[config.mk]
export PLATFORM = sky130hd
export DESIGN_NAME = serial_adder_flat
export DESIGN_NICKNAME = d
export VERILOG_FILES = /design/src/rtl/serial_adder_if.sv /design/src/rtl/serial_adder.sv /design/src/flat_wrapper.sv
export SDC_FILE = /design/constraint.sdc
export NUM_CORES = 1
export LEC_CHECK = 0
export CORE_UTILIZATION = 43
export DETAILED_ROUTE_END_ITERATION = 7
export PLACE_DENSITY = 0.68
export SETUP_SLACK_MARGIN = 0.4
export SLEW_MARGIN = 10
export SYNTH_ARGS = -nofsm -noshare
export SYNTH_HDL_FRONTEND = slang
export SYNTH_SLANG_ARGS = --single-unit
[constraint.sdc]
create_clock -name clk -period 1.5 [get_ports clk]
set_input_delay 0.15 -clock clk [delete_from_list [all_inputs] [get_ports clk]]
set_output_delay 0.15 -clock clk [all_outputs]
set_load 0.005 [all_outputs]
[src/rtl/serial_adder_if.sv]
// -----------------------------------------------------------------------------
// serial_adder_if
// Operand/result bundle and start/busy/done handshake for serial_adder.
//   start : request a new operation (sampled by the adder only when idle)
//   A, B  : operands, captured on accept
//   Sub   : 1 = A - B, 0 = A + B (ignored unless SERIAL_ADDER_SUB_EN)
//   Sum   : result, valid from the done cycle until the next accept
//   Cout  : carry out of the MSB (subtraction: 1 = no borrow)
//   Ovf   : two's-complement signed overflow
//   busy  : operation in flight
//   done  : one-cycle result-valid pulse
// master = requester (control unit / testbench), slave = serial_adder.
// -----------------------------------------------------------------------------
interface serial_adder_if #(
  parameter int WIDTH = 8
);
  logic             start;
  logic [WIDTH-1:0] A;
  logic [WIDTH-1:0] B;
  logic             Sub;
  logic [WIDTH-1:0] Sum;
  logic             Cout;
  logic             Ovf;
  logic             busy;
  logic             done;

  modport master (
    output start, A, B, Sub,
    input  Sum, Cout, Ovf, busy, done
  );

  modport slave (
    input  start, A, B, Sub,
    output Sum, Cout, Ovf, busy, done
  );
endinterface

[src/rtl/serial_adder.sv]
// -----------------------------------------------------------------------------
// serial_adder
// Bit-serial adder/subtractor: one operand bit pair per clock goes through a
// single full_adder cell, with the cell's carry registered back into its
// carry-in for the next bit. Result appears WIDTH+1 cycles after accept.
//
// Ports:
//   clk  : clock, rising edge
//   rst  : synchronous, active-high reset
//   bus  : serial_adder_if.slave (start/A/B/Sub in, Sum/Cout/Ovf/busy/done out)
//
// Parameter:
//   WIDTH : operand/result width, >= 2
//
// Build option:
//   SERIAL_ADDER_SUB_EN : when defined, Sub selects A - B (B inverted at
//                         capture, carry seeded with 1). When undefined, Sub
//                         is ignored and every operation is A + B.
// -----------------------------------------------------------------------------

// Single-bit full adder cell.
//   i_a, i_b : operand bits
//   i_cin    : carry in
//   o_sum    : sum bit
//   o_cout   : carry out
module full_adder (
  input  logic i_a,
  input  logic i_b,
  input  logic i_cin,
  output logic o_sum,
  output logic o_cout
);
  assign o_sum  = i_a ^ i_b ^ i_cin;
  assign o_cout = (i_a & i_b) | (i_cin & (i_a ^ i_b));
endmodule

module serial_adder #(
  parameter int WIDTH = 8
) (
  input  logic           clk,
  input  logic           rst,
  serial_adder_if.slave  bus
);

  localparam int             CW   = $clog2(WIDTH);
  localparam logic [CW-1:0]  LAST = CW'(WIDTH - 1);

  typedef enum logic [1:0] {
    S_IDLE,
    S_RUN,
    S_DONE
  } state_t;

  state_t           r_state;
  logic [WIDTH-1:0] r_ra;
  logic [WIDTH-1:0] r_rb;
  logic [WIDTH-2:0] r_rs;     // sum bits collected so far, newest at the top
  logic             r_c;
  logic [CW-1:0]    r_cnt;
  logic [WIDTH-1:0] r_sum;
  logic             r_cout;
  logic             r_ovf;
  logic             r_busy;
  logic             r_done;

  logic             w_sum;
  logic             w_cout;
  logic [WIDTH-1:0] w_rs_next;
  logic [WIDTH-1:0] w_b_cap;
  logic             w_c_seed;

  full_adder u_fa (
    .i_a   (r_ra[0]),
    .i_b   (r_rb[0]),
    .i_cin (r_c),
    .o_sum (w_sum),
    .o_cout(w_cout)
  );

  // Result shift register after this bit: new sum bit enters at the MSB.
  // On the last bit this is the complete result.
  assign w_rs_next = {w_sum, r_rs};

`ifdef SERIAL_ADDER_SUB_EN
  // Subtraction is A + ~B + 1: invert at capture, seed the carry with 1.
  assign w_b_cap  = bus.Sub ? ~bus.B : bus.B;
  assign w_c_seed = bus.Sub;
`else
  logic w_unused_sub;
  assign w_unused_sub = bus.Sub;
  assign w_b_cap      = bus.B;
  assign w_c_seed     = 1'b0;
`endif

  // NOTE: every register here sits in one clocked block and is assigned with
  // <= so all of them see the pre-edge values of each other.
  always_ff @(posedge clk) begin
    // NOTE: the shift registers are reset along with the control state; it
    // costs nothing at this size and keeps simulation free of X on the cell.
    if (rst) begin
      r_state <= S_IDLE;
      r_ra    <= '0;
      r_rb    <= '0;
      r_rs    <= '0;
      r_c     <= 1'b0;
      r_cnt   <= '0;
      r_sum   <= '0;
      r_cout  <= 1'b0;
      r_ovf   <= 1'b0;
      r_busy  <= 1'b0;
      r_done  <= 1'b0;
    end else begin
      unique case (r_state)
        S_IDLE: begin
          if (bus.start) begin
            r_ra    <= bus.A;
            r_rb    <= w_b_cap;
            r_c     <= w_c_seed;
            r_cnt   <= '0;
            r_rs    <= '0;
            r_busy  <= 1'b1;
            r_state <= S_RUN;
          end
        end

        S_RUN: begin
          r_ra  <= r_ra >> 1;
          r_rb  <= r_rb >> 1;
          r_rs  <= w_rs_next[WIDTH-1:1];
          r_c   <= w_cout;
          r_cnt <= r_cnt + CW'(1);
          if (r_cnt == LAST) begin
            // On the MSB, r_c is the carry into the MSB and w_cout the carry
            // out; they differ exactly when the signed result overflows.
            r_sum   <= w_rs_next;
            r_cout  <= w_cout;
            r_ovf   <= r_c ^ w_cout;
            r_busy  <= 1'b0;
            r_done  <= 1'b1;
            r_state <= S_DONE;
          end
        end

        S_DONE: begin
          r_done  <= 1'b0;
          r_state <= S_IDLE;
        end

        default: begin
          r_busy  <= 1'b0;
          r_done  <= 1'b0;
          r_state <= S_IDLE;
        end
      endcase
    end
  end

  assign bus.Sum  = r_sum;
  assign bus.Cout = r_cout;
  assign bus.Ovf  = r_ovf;
  assign bus.busy = r_busy;
  assign bus.done = r_done;

endmodule
[src/flat_wrapper.sv]
// flat-port wrapper written by rule: the top's interface ports become plain ports
module serial_adder_flat 
#(
  parameter int WIDTH = 8
)
  (clk, rst, bus_start, bus_A, bus_B, bus_Sub, bus_Sum, bus_Cout, bus_Ovf, bus_busy, bus_done);
  serial_adder_if #(.WIDTH(WIDTH)) bus_i ();
  input  logic clk;
  input  logic rst;
  input wire logic [$bits(bus_i.start)-1:0] bus_start;
  input wire logic [$bits(bus_i.A)-1:0] bus_A;
  input wire logic [$bits(bus_i.B)-1:0] bus_B;
  input wire logic [$bits(bus_i.Sub)-1:0] bus_Sub;
  output wire logic [$bits(bus_i.Sum)-1:0] bus_Sum;
  output wire logic [$bits(bus_i.Cout)-1:0] bus_Cout;
  output wire logic [$bits(bus_i.Ovf)-1:0] bus_Ovf;
  output wire logic [$bits(bus_i.busy)-1:0] bus_busy;
  output wire logic [$bits(bus_i.done)-1:0] bus_done;
  assign bus_i.start = bus_start;
  assign bus_i.A = bus_A;
  assign bus_i.B = bus_B;
  assign bus_i.Sub = bus_Sub;
  assign bus_Sum = bus_i.Sum;
  assign bus_Cout = bus_i.Cout;
  assign bus_Ovf = bus_i.Ovf;
  assign bus_busy = bus_i.busy;
  assign bus_done = bus_i.done;
  serial_adder #(.WIDTH(WIDTH)) u_core (.clk(clk), .rst(rst), .bus(bus_i));
endmodule
==> results.md <==
* Clock Sinks at 41
* Core area at 3740 sq um
* Worst path required time at 1.69 ns
* DRC at 0
* Share of flip-flops with an asynchronous set or reset at 0%
* Via/cell ratio at 5.33
* Fin crit share at 86.1%
* Final #Nets at 256
* CTS tree: yes
* Die footprint at 4280 sq um
* Largest net degree at the start of global routing at 28
* Outcome: finished, final reports clean
* Chip height at 65.4 um
* Worst-Skew Late Latency at 0.29 ns
* Synth warn at 0
* #FFs+latches synth at 41
* # port buffers at 30
* Vias in the first global route at 1492
* Post-synth top area cell: dfxtp_1
* Worst EP arrival at 1.48 ns
* Gr usage total at 20.4%
* Worst-Margin Slew at 0.321 ns
* Crit path launch type: register
* RSZ-0062 raised after global routing: true
* Post-synth cell types at 28
* I/O pin total at 32
* 1st-iter DRT viols at 67
* Crit path kind: register to register
* PwrDens at 937 nW/um^2
* Site Rows at 22
* Syn Inst Count at 178
* Worst ir drop on vdd at 0.000746 V
* Total Power at 2620 uW
* Critical Path End Type: register
* Post-synth top area share at 47.5%
* Area growth from synthesis to layout at 62.0%
* WL/cell at 15.7 um
* Final hold slack at 0.450 ns
* Final Cell Area at 2800 sq um
* EDFF count, synth at 0
* Worst Hold Class: register to register
* Commonest non-fill, non-tap cells in the layout: dfxtp_1, nor2_1, clkdlybuf4s50_1
* Area contributors post-synth: dfxtp_1, a211oi_2, mux2i_1
* Crit-path max FO at 2
* Sequential area share after synthesis at 47.5%
* Mapped Area at 1730 sq um
* Slew headroom at 78.6%
* Clock transition at the registers of the reported paths at 0.08 ns
* Initial antenna violation count at 0
* Post-CTS Hold Buffers at 0
* Place WS at -0.373 ns
* Max Clk Rate at 774 MHz
* Remaining global-route overflow at 0
* Routed vias at 1503
* Routed WL at 4.43 mm
* Final GP Congestion at 0.781
* Main synth FF type: dfxtp_1
* Most common cell after layout, fill and taps aside: dfxtp_1
* LEAKAGE at 0.00108 uW
* Min cycle time layout at 1.29 ns
* Final setup margin at 0.208 ns
* H-tree levels at 2
* DIE WIDTH at 65.4 um
* CTS max path bufs at 2
* Clk_skew at 0.00621 ns
* Sum Neg Setup Slack at 0 ns
* DP Wirelength at 2.39 mm
* CTS Buf Count at 5
* Fraction of layout cells with a size suffix above 1 at 47.0%
* Max cap viols at 0
* Post-route ant nets at 0
* First-pass GRT wire length at 6.64 mm
* Mapped Nets at 201
* Max-slew violations at 0
* Fin. Hold Viols at 0
* Initial Util at 46.2%
* # diodes at 0
* Setup violators final at 0
* Drt pass-1 iters at 4
* Root buffer cell: clkbuf_8
* Placed cell area at 2130 sq um
* Synthesized area per cell at 9.71 sq um
registers in the layout (all words and copies together) (netlist names), 2 cells and up:
| name | cells |
|---|---|
| u_core.r_rs | 7 |
| u_core.r_cnt | 3 |
| u_core.r_ra | 8 |
| u_core.bus.Sum | 8 |
| u_core.r_state | 2 |
| u_core.r_rb | 8 |
worst paths after layout:
path | to | cells past startpoint | from | slack (ns)
setup / recovery | u_core.r_rs[6] | 4 | u_core.r_rb[0] | 0.21
setup reg to reg | u_core.r_rs[6] | 4 | u_core.r_rb[0] | 0.21
hold / removal | u_core.bus.Sum[3] | 2 | u_core.bus.Sum[3] | 0.45
hold reg to reg | u_core.bus.Sum[3] | 2 | u_core.bus.Sum[3] | 0.45
critical path: stages (launching register included):
cell     delay [ns]
dfxtp_2        0.34
inv_2          0.04
fa_2           0.57
nor2_1         0.05
a32o_1         0.20
Yosys cell counts, drive strengths merged (2+ instances only):
master and n:
nor4b 3, nor2b 2, a22oi 10, dfxtp 41, nor2 30, nand2 16
clkbuf 4, ha 2, a32o 2, buf 10, inv 5, mux2i 12
a21oi 11, a211oi 16, o21ai 3, nand3b 2
layout make-up:
class / instances / area, sq um
Multi-Input combinational cell: 119 / 1080
Fill cell: 256 / 945
Clock inverter: 2 / 37.5
Sequential cell: 41 / 847
Timing Repair Buffer: 61 / 674
Inverter: 5 / 21.3
Tap cell: 48 / 60.1
Clock buffer: 6 / 82.6
metrics by stage:
| stage | instances | utilization, % |
|---|---|---|
| final | 282 | 74.8 |
| after global routing | 282 | 74.8 |
| after CTS | 277 | 68.1 |
| after detailed placement | 249 | 57.0 |
| after global placement | 249 | 57.0 |
| after floorplan | 178 | - |
report_power, final:
group | total, uW | switching [uW] | internal [uW] | leakage (uW)
logic | 511 | 215 | 296 | 0.000677
registers | 1190 | 48.8 | 1140 | 0.000342
clock network | 925 | 384 | 541 | 0.0000574
total | 2620 | 648 | 1970 | 0.00108
kinds of logic after synthesis:
logic type	share of synthesized area (%)
xor gates and xnor gates	0.507
and+or+nand+nor	14.7
buffers and inverters	6.59
DFF	47.5
AOI/OAI and AO/OA	21.1
muxes	6.95
adders and majority gates	2.61
metal layers:
layer,track usage [%],up-vias,wire (um)
met5,0,-,0
met4,7.61,0,45
met3,5.90,5,181
met2,34.8,25,2290
met1,24.0,735,1910
li1,-,738,-
repair_timing:
| item | 4_1_cts | 5_1_grt |
|---|---|---|
| pin swaps | 18 | 20 |
| endpoints found under the setup margin | 51 | 40 |
| gates cloned | 4 | 1 |
| buffers inserted | 16 | 4 |
| gates resized for setup | 62 | 37 |
(Power assumes the default switching activity.)
